`src/rtl/hwpe_stream_package.sv`:
```
`default_nettype none
// ============================================================================
// Module      : hwpe_stream_package
// Description : Shared types for HWPE-Stream blocks; holds the control and
//               flag records of the store-side (sink) realigner.
// Revision    : 1.0 - initial release
// ============================================================================
package hwpe_stream_package;

  // Field widths sized for the widest supported stream (512 bits); each
  // block uses only the low bits matching its own DATA_WIDTH / CNT_WIDTH.
  localparam int unsigned REALIGN_OFFSET_W = 6;
  localparam int unsigned REALIGN_LEN_W    = 32;

  typedef struct packed {
    logic                        enable;
    logic                        realign;
    logic [REALIGN_OFFSET_W-1:0] offset;
    logic [REALIGN_LEN_W-1:0]    line_length;
  } ctrl_sink_realign_t;

  typedef struct packed {
    logic busy;
    logic line_done;
  } flags_sink_realign_t;

  typedef enum logic [1:0] {
    SR_FIRST = 2'd0,
    SR_MID   = 2'd1,
    SR_FLUSH = 2'd2
  } sink_realign_state_t;

endpackage
`default_nettype wire

```
`src/rtl/hwpe_stream_intf_stream.sv`:
```
`default_nettype none
// ============================================================================
// Module      : hwpe_stream_intf_stream
// Description : HWPE-Stream valid/ready handshake bundle with byte strobes.
// Revision    : 1.0 - initial release
// ============================================================================
interface hwpe_stream_intf_stream #(
  parameter int unsigned DATA_WIDTH = 32
);
  localparam int unsigned STRB_WIDTH = DATA_WIDTH / 8;

  logic                  valid;
  logic                  ready;
  logic [DATA_WIDTH-1:0] data;
  logic [STRB_WIDTH-1:0] strb;

  modport source (output valid, output data, output strb, input  ready);
  modport sink   (input  valid, input  data, input  strb, output ready);
endinterface
`default_nettype wire

```
`src/rtl/cluster_clock_gating.sv`:
```
`default_nettype none
// ============================================================================
// Module      : cluster_clock_gating
// Description : Glitch-free clock gate (latch on low phase + AND), with a
//               test-mode bypass that forces the clock through.
// Revision    : 1.0 - initial release
// ============================================================================
module cluster_clock_gating (
  input  logic clk_i,
  input  logic en_i,
  input  logic test_en_i,
  output logic clk_o
);

  logic en_latched;

  // Enable is captured while the clock is low so clk_o cannot glitch high.
  always_latch begin
    if (!clk_i) en_latched = en_i | test_en_i;
  end

  assign clk_o = clk_i & en_latched;

endmodule
`default_nettype wire

```
`src/rtl/hwpe_stream_sink_realign.sv`:
```
`default_nettype none
// ============================================================================
// Module      : hwpe_stream_sink_realign
// Description : Turns an aligned stream of full words into a byte-misaligned
//               store stream: data is rotated by the line offset, strobes
//               mark valid bytes, and an extra flush beat carries the tail
//               bytes of the last word. Offset 0 degenerates to passthrough.
// Revision    : 1.0 - initial release
// ============================================================================
module hwpe_stream_sink_realign
  import hwpe_stream_package::*;
#(
  parameter int unsigned DATA_WIDTH = 32,
  parameter int unsigned CNT_WIDTH  = 16
) (
  input  logic                   clk_i,
  input  logic                   rst_ni,
  input  logic                   test_mode_i,
  input  logic                   clear_i,
  input  ctrl_sink_realign_t     ctrl_i,
  output flags_sink_realign_t    flags_o,
  hwpe_stream_intf_stream.sink   push_i,
  hwpe_stream_intf_stream.source pop_o
);

  localparam int unsigned NB = DATA_WIDTH / 8;
  localparam int unsigned OW = $clog2(NB);
  localparam int unsigned SW = OW + 3;

  // --------------------------------------------------------------------------
  // Gated clock: the whole block freezes when the engine is disabled
  // --------------------------------------------------------------------------
  logic clk_gated;

  cluster_clock_gating i_clk_gate (
    .clk_i     (clk_i),
    .en_i      (ctrl_i.enable),
    .test_en_i (test_mode_i),
    .clk_o     (clk_gated)
  );

  // --------------------------------------------------------------------------
  // State
  // --------------------------------------------------------------------------
  sink_realign_state_t   state_q;
  logic [CNT_WIDTH-1:0]  cnt_q;
  logic [CNT_WIDTH-1:0]  len_q;
  logic [OW-1:0]         off_q;
  logic                  bypass_q;
  logic [DATA_WIDTH-1:0] prev_q;

  // --------------------------------------------------------------------------
  // Control decode
  // --------------------------------------------------------------------------
  logic [OW-1:0]        off_in;
  logic [CNT_WIDTH-1:0] len_raw;
  logic [CNT_WIDTH-1:0] len_in;
  logic                 bypass_in;
  logic [OW-1:0]        off_cur;
  logic [OW-1:0]        off_neg;
  logic [SW-1:0]        sh_lo;
  logic [SW-1:0]        sh_hi;
  logic [NB-1:0]        strb_head;
  logic                 mid_last;
  logic                 in_hs;
  logic                 line_done;
  logic                 unused_bits;

  assign off_in    = ctrl_i.offset[OW-1:0];
  assign len_raw   = ctrl_i.line_length[CNT_WIDTH-1:0];
  // A zero-length request still moves one word.
  assign len_in    = (len_raw == '0) ? CNT_WIDTH'(1) : len_raw;
  assign bypass_in = !ctrl_i.realign || (off_in == '0);

  // The live offset comes straight from ctrl while waiting for a line so the
  // first beat is rotated with zero latency; afterwards the latched copy rules.
  assign off_cur   = (state_q == SR_FIRST) ? off_in : off_q;
  assign off_neg   = -off_cur;

  // 8*o and 8*(NB-o); the latter wraps to 0 for o=0, a case bypass covers.
  assign sh_lo     = {off_cur, 3'b000};
  assign sh_hi     = {off_neg, 3'b000};
  assign strb_head = {NB{1'b1}} << off_cur;

  assign mid_last  = (cnt_q == (len_q - CNT_WIDTH'(1)));
  assign in_hs     = push_i.valid && pop_o.ready && (state_q != SR_FLUSH);

  // Strobes of the input stream carry no information here.
  assign unused_bits = ^{ctrl_i, push_i.strb};

  // --------------------------------------------------------------------------
  // Output datapath and handshake steering
  // --------------------------------------------------------------------------
  always_comb begin
    pop_o.valid  = push_i.valid;
    push_i.ready = pop_o.ready;
    pop_o.data   = push_i.data;
    pop_o.strb   = {NB{1'b1}};
    line_done    = 1'b0;
    case (state_q)
      SR_FIRST: begin
        if (!bypass_in) begin
          pop_o.data = push_i.data << sh_lo;
          pop_o.strb = strb_head;
        end
        line_done = in_hs && bypass_in && (len_in == CNT_WIDTH'(1));
      end
      SR_MID: begin
        if (!bypass_q) begin
          pop_o.data = (push_i.data << sh_lo) | (prev_q >> sh_hi);
        end
        line_done = in_hs && bypass_q && mid_last;
      end
      SR_FLUSH: begin
        pop_o.valid  = 1'b1;
        push_i.ready = 1'b0;
        pop_o.data   = prev_q >> sh_hi;
        pop_o.strb   = ~strb_head;
        line_done    = pop_o.ready;
      end
      default: begin
        line_done = 1'b0;
      end
    endcase
  end

  assign flags_o.busy      = (state_q != SR_FIRST);
  assign flags_o.line_done = line_done;

  // --------------------------------------------------------------------------
  // Line sequencer: FIRST -> MID* -> FLUSH (realigned) or back to FIRST
  // --------------------------------------------------------------------------
  always_ff @(posedge clk_gated or negedge rst_ni) begin
    if (!rst_ni) begin
      state_q  <= SR_FIRST;
      cnt_q    <= '0;
      len_q    <= '0;
      off_q    <= '0;
      bypass_q <= 1'b0;
      prev_q   <= '0;
    end else if (clear_i) begin
      state_q  <= SR_FIRST;
      cnt_q    <= '0;
      len_q    <= '0;
      off_q    <= '0;
      bypass_q <= 1'b0;
      prev_q   <= '0;
    end else begin
      case (state_q)
        SR_FIRST: begin
          if (in_hs) begin
            off_q    <= off_in;
            len_q    <= len_in;
            bypass_q <= bypass_in;
            prev_q   <= push_i.data;
            if (len_in == CNT_WIDTH'(1)) begin
              cnt_q   <= '0;
              state_q <= bypass_in ? SR_FIRST : SR_FLUSH;
            end else begin
              cnt_q   <= CNT_WIDTH'(1);
              state_q <= SR_MID;
            end
          end
        end
        SR_MID: begin
          if (in_hs) begin
            prev_q <= push_i.data;
            if (mid_last) begin
              cnt_q   <= '0;
              state_q <= bypass_q ? SR_FIRST : SR_FLUSH;
            end else begin
              cnt_q <= cnt_q + CNT_WIDTH'(1);
            end
          end
        end
        SR_FLUSH: begin
          if (pop_o.ready) begin
            bypass_q <= 1'b0;
            state_q  <= SR_FIRST;
          end
        end
        default: begin
          state_q <= SR_FIRST;
        end
      endcase
    end
  end

endmodule
`default_nettype wire

```
`src/flat_wrapper.sv`:
```
// flat-port wrapper written by rule: the top's interface ports become plain ports
module hwpe_stream_sink_realign_flat import hwpe_stream_package::*;
#(
  parameter int unsigned DATA_WIDTH = 32,
  parameter int unsigned CNT_WIDTH  = 16
)
  (clk_i, rst_ni, test_mode_i, clear_i, ctrl_i, flags_o, push_i_valid, push_i_data, push_i_strb, push_i_ready, pop_o_valid, pop_o_data, pop_o_strb, pop_o_ready);
  hwpe_stream_intf_stream #(.DATA_WIDTH(DATA_WIDTH)) push_i_i ();
  hwpe_stream_intf_stream #(.DATA_WIDTH(DATA_WIDTH)) pop_o_i ();
  input  logic clk_i;
  input  logic rst_ni;
  input  logic test_mode_i;
  input  logic clear_i;
  input  ctrl_sink_realign_t ctrl_i;
  output flags_sink_realign_t flags_o;
  input wire logic [$bits(push_i_i.valid)-1:0] push_i_valid;
  input wire logic [$bits(push_i_i.data)-1:0] push_i_data;
  input wire logic [$bits(push_i_i.strb)-1:0] push_i_strb;
  output wire logic [$bits(push_i_i.ready)-1:0] push_i_ready;
  output wire logic [$bits(pop_o_i.valid)-1:0] pop_o_valid;
  output wire logic [$bits(pop_o_i.data)-1:0] pop_o_data;
  output wire logic [$bits(pop_o_i.strb)-1:0] pop_o_strb;
  input wire logic [$bits(pop_o_i.ready)-1:0] pop_o_ready;
  assign push_i_i.valid = push_i_valid;
  assign push_i_i.data = push_i_data;
  assign push_i_i.strb = push_i_strb;
  assign push_i_ready = push_i_i.ready;
  assign pop_o_valid = pop_o_i.valid;
  assign pop_o_data = pop_o_i.data;
  assign pop_o_strb = pop_o_i.strb;
  assign pop_o_i.ready = pop_o_ready;
  hwpe_stream_sink_realign #(.DATA_WIDTH(DATA_WIDTH), .CNT_WIDTH(CNT_WIDTH)) u_core (.clk_i(clk_i), .rst_ni(rst_ni), .test_mode_i(test_mode_i), .clear_i(clear_i), .ctrl_i(ctrl_i), .flags_o(flags_o), .push_i(push_i_i), .pop_o(pop_o_i));
endmodule
```
`config.mk`:
```
export PLATFORM = sky130hd
export DESIGN_NAME = hwpe_stream_sink_realign_flat
export DESIGN_NICKNAME = d
export VERILOG_FILES = /design/src/rtl/hwpe_stream_package.sv /design/src/rtl/hwpe_stream_intf_stream.sv /design/src/rtl/cluster_clock_gating.sv /design/src/rtl/hwpe_stream_sink_realign.sv /design/src/flat_wrapper.sv
export SDC_FILE = /design/constraint.sdc
export NUM_CORES = 1
export LEC_CHECK = 0
export BUFFER_PORTS_ARGS = -buffer_cell sky130_fd_sc_hd__buf_2
export CORE_MARGIN = 5
export CORE_UTILIZATION = 54
export CTS_BUF_LIST = sky130_fd_sc_hd__clkbuf_4 sky130_fd_sc_hd__clkbuf_8 sky130_fd_sc_hd__clkbuf_16
export CTS_CLUSTER_DIAMETER = 200
export DETAILED_ROUTE_END_ITERATION = 7
export PLACE_DENSITY = 0.86
export SLEW_MARGIN = 10
export SYNTH_ARGS = -nofsm -noshare
export SYNTH_HDL_FRONTEND = slang
export SYNTH_HIERARCHICAL = 1
export SYNTH_SLANG_ARGS = --single-unit
```
`constraint.sdc`:
```
create_clock -name vclk -period 3.7
set_input_delay 0.37 -clock vclk [all_inputs]
set_output_delay 0.37 -clock vclk [all_outputs]
set_load 0.02 [all_outputs]
```
Yosys cells after proc, flatten, opt, wreduce, memory -nomap -nowiden. Index checks and enable logic that the tools add are counted. Widths: inputs -> output; s select.

Latch bits: 1. ROM bits: 0. Flip-flop bits (word level): 69. Memory bits (writable): 0. Memories: 0.

Multiplexer cells: 39. Divide/modulo/power cells: 0. Eq/ne operators: 9. Reductions and logical operators: 23. Add/sub/neg operators: 3. Shifts and indexed selects: 3. Order comparisons: 0. $mul: 0. Bitwise operators: 4.

Operator list (count): $mux 32 (5); $mux 16 (8); $pmux 32 s3 (1); $or 32x32->32 (1); $pmux 16 s2 (1); $shl 32x5->32 (1); $shr 32x5->32 (1); $mux 2 (12); $add 16x1->16 const B (1); $eq 16x1->1 const B (1); $eq 16x16->1 (1); $logic_not 16->1 (1); $sub 16x1->16 const B (1); $ne 3x2->1 const B (3); $pmux 4 s2 (1); $reduce_bool 2->1 (4); $mux 1 (7); $logic_and 1x1->1 (6); $pmux 2 s3 (1); $reduce_and 3->1 (2); $reduce_bool 3->1 (2); $logic_not 2->1 (2); $mux 4 (1); $not 4->4 (1); other kinds (15) (16).

Longest topological paths before layout.
Depth after elaboration: 7. Gate-level depth with buffers: 12.

Hierarchy. The synthesis kept the hierarchy.

Modules (own cells, without submodules): hwpe_stream_sink_realign (cells each 533, area each 4653.2 um^2, times used 1, sequential area each 1726.7 um^2); cluster_clock_gating (cells each 3, area each 27.5 um^2, times used 1, sequential area each 0.0 um^2).

==> results_dict.tcl <==
set metrics [dict create \
    track_usage_pct 23.8 \
    crit_start "ctrl_i[33]" \
    rsz0062_at_grt "no" \
    worstPathRequired_ns 3.33 \
    fin_tns_setup_ns 0 \
    antenna_cells 0 \
    path_class "input port to output pin" \
    timing.slew.headroom_pct 24.1 \
    area_growth_pct 12.0 \
    grt_overflow 0 \
    finalPower_uw 401 \
    p_per_area_nw_per_um2 76.4 \
    synth_common_cells "nand2_1 (86), dfrtp_1 (69), a22o_1 (65)" \
    cp-start-kind "input port" \
    totalWireLength_um 12800 \
    syn_inst 536 \
    vias 4651 \
    port_buffers 98 \
    synth_area_um2 4680 \
    min-delay-start "push_i_data[26]" \
    static-leakage-power_uw 0.00254 \
    failed_checks "DRC" \
    wl_per_cell_um 18.0 \
    rows 34 \
    worstPathCellList "buf_2 -> mux2i_1 -> ha_1 -> buf_4 -> nor2b_1 -> buf_4 -> a22o_1 -> a222oi_1 -> nand2_1 -> buf_2" \
    dieHeight_um 103 \
    maxCapViolCount 0 \
    ys_types 57 \
    finalSetupViolations 0 \
    synth_seq_cells 70 \
    fp.dieW_um 103 \
    unconstrained_endpoints 72 \
    crit_slowest_cell "a222oi_1" \
    ir_drop_v 0.0000592 \
    synth_top_area_share_pct 36.9 \
    synth.most_common_cell "nand2_1" \
    cp_max_fo 33 \
    viasPerCell 6.52 \
    hold_class "input port to output pin" \
    cts_setup_buffers 0 \
    drt-pass1-iter-count 8 \
    antenna_found_initial 0 \
    grt_pass1_vias 4516 \
    synthFlopType "dfrtp_1" \
    initial_core_util_pct 54.5 \
    dp_hpwl_um 9200 \
    unclocked_pins 70 \
    drive_above_1_share_pct 19.8 \
    synth_area_leaders "dfrtp_1 (37%), a22o_1 (12%), nand2_1 (6.9%), a222oi_1 (5.1%), mux2i_1 (4.3%)" \
    place_congestion 0.917 \
    core-area_um2 8590 \
    critPathBufInv 4 \
    ys_async_sr_fraction_pct 98.6 \
    cts_resized 0 \
    syn_nets 622 \
    grt_pass1_wl_um 21300 \
    yosys.area.top_type "dfrtp_1" \
    drc_errors 10 \
    status "finished with violations" \
    hold_viol 0 \
    antenna_left 0 \
    holdPathStages 4 \
    fmax_ghz 0.355 \
    dieArea_um2 10600 \
    synth_area_per_cell_um2 8.73 \
    layout.nets 693 \
    worst_slew_pin_slew_ns 1.13 \
    min_period_ns 2.82 \
    drtIter0Drc 457 \
    endpoint_kind "output pin" \
    final.period_utilization_pct 76.1 \
    fill_cells 751 \
    grt_max_degree 70 \
    hold_buffers 0 \
    pin_count 122 \
    synth_edf_count 0 \
    drv_slew 0 \
    crit_arrival_ns 2.45 \
    cp_top_family "buffers and inverters" \
    critPathMaxStageDelay_ns 0.42 \
    cp_num_cells 10 \
    yosysWarnings 6 \
]
[flip-flops by register name, indices dropped and copies added (netlist names)]
signal	count
u_core/bypass_q	1
u_core/cnt_q	16
u_core/i_clk_gate/en_latched	1
u_core/len_q	16
u_core/off_q	2
u_core/prev_q	32
u_core/state_q	2
[path summary, 6_finish.rpt]
kind	endpoint
worst max-delay path	pop_o_data[28]
worst min-delay path	pop_o_data[26]
[power breakdown]
| group | leakage [uW] | total (uW) | internal (uW) | switching (uW) |
|---|---|---|---|---|
| Clock | 0 | 0 | 0 | 0 |
| Sequential | 0.000951 | 50.0 | 42.6 | 7.34 |
| Combinational | 0.00159 | 351 | 120 | 230 |
[final cells by class]
type                    instances  area, um^2  share of cell area (%)
multi-input cells             405        2710                    51.8
flip-flops and latches         70        1740                    33.2
inverters                      21        78.8                    1.50
well taps                     108         135                    2.58
repair buffers                109         573                    10.9
[placed cells by master, fill, tap and decap left out, types with 2 or more instances in the layout]
cell and count:
xor2_1 8, ha_1 4, o21ai_1 2, mux2i_1 19
a211oi_1 3, inv_1 20, o21ai_2 2, o21ai_0 25
nand3_1 14, o31a_1 2, xnor2_1 18, and3_1 9
a32o_1 2, nor3b_1 3, nand2_1 86, or3_1 4
or4_1 2, nand4b_1 5, o211ai_1 6, buf_4 11
buf_2 98, a222oi_1 24, a22o_1 65, dfrtp_1 69
or2_2 2, a31oi_1 2, nor2_1 21, and3b_1 2
and2_1 3, nand2b_1 6, nor2_2 2, nor2b_1 5
nand3b_1 2, a21oi_1 15, o2111ai_1 2, nand4_1 6
nor3_1 7, o21a_1 2, nor4_1 9
[stage by stage]
stage | instance area (um^2) | hold slack, ns | cells | utilization (%) | setup slack (ns)
final | 5240 | 1.07 | 713 | 61.0 | 0.883
after CTS | 5240 | 1.07 | 713 | 60.9 | 0.909
after global routing | 5240 | 1.10 | 713 | 61.0 | 0.715
after detailed placement | 5240 | 1.07 | 713 | 60.9 | 0.939
after floorplan | 4680 | 0.906 | 536 | - | 0.758
after global placement | 5240 | 1.07 | 713 | 60.9 | 0.993
[routing by layer]
metal  GRT usage, %  up-vias  share of wire [%]  wire (um)
met5              0        -                  0          0
met4           4.38        0               0.93        119
met3           2.17       15                9.3       1200
met2           39.4      254                 48       6170
met1           34.5     2235                 42       5320
li1               -     2147                  -          -
[cell families (layout without fill, tap and decap cells)]
group | count (synthesis) | in the layout | synth area share [%]
AND/OR/NAND/NOR | 195 | 195 | 20.5
AO/OA/AOI/OAI | 160 | 160 | 26.7
flip-flops | 69 | 69 | 36.9
latches | 1 | 1 | 0.321
buffers and inverters | 61 | 130 | 5.37
adder cells (fa/ha/maj) | 4 | 4 | 1.07
multiplexers | 20 | 20 | 4.28
XOR/XNOR | 26 | 26 | 4.87
Note: power is estimated with default switching activity, not from simulation.
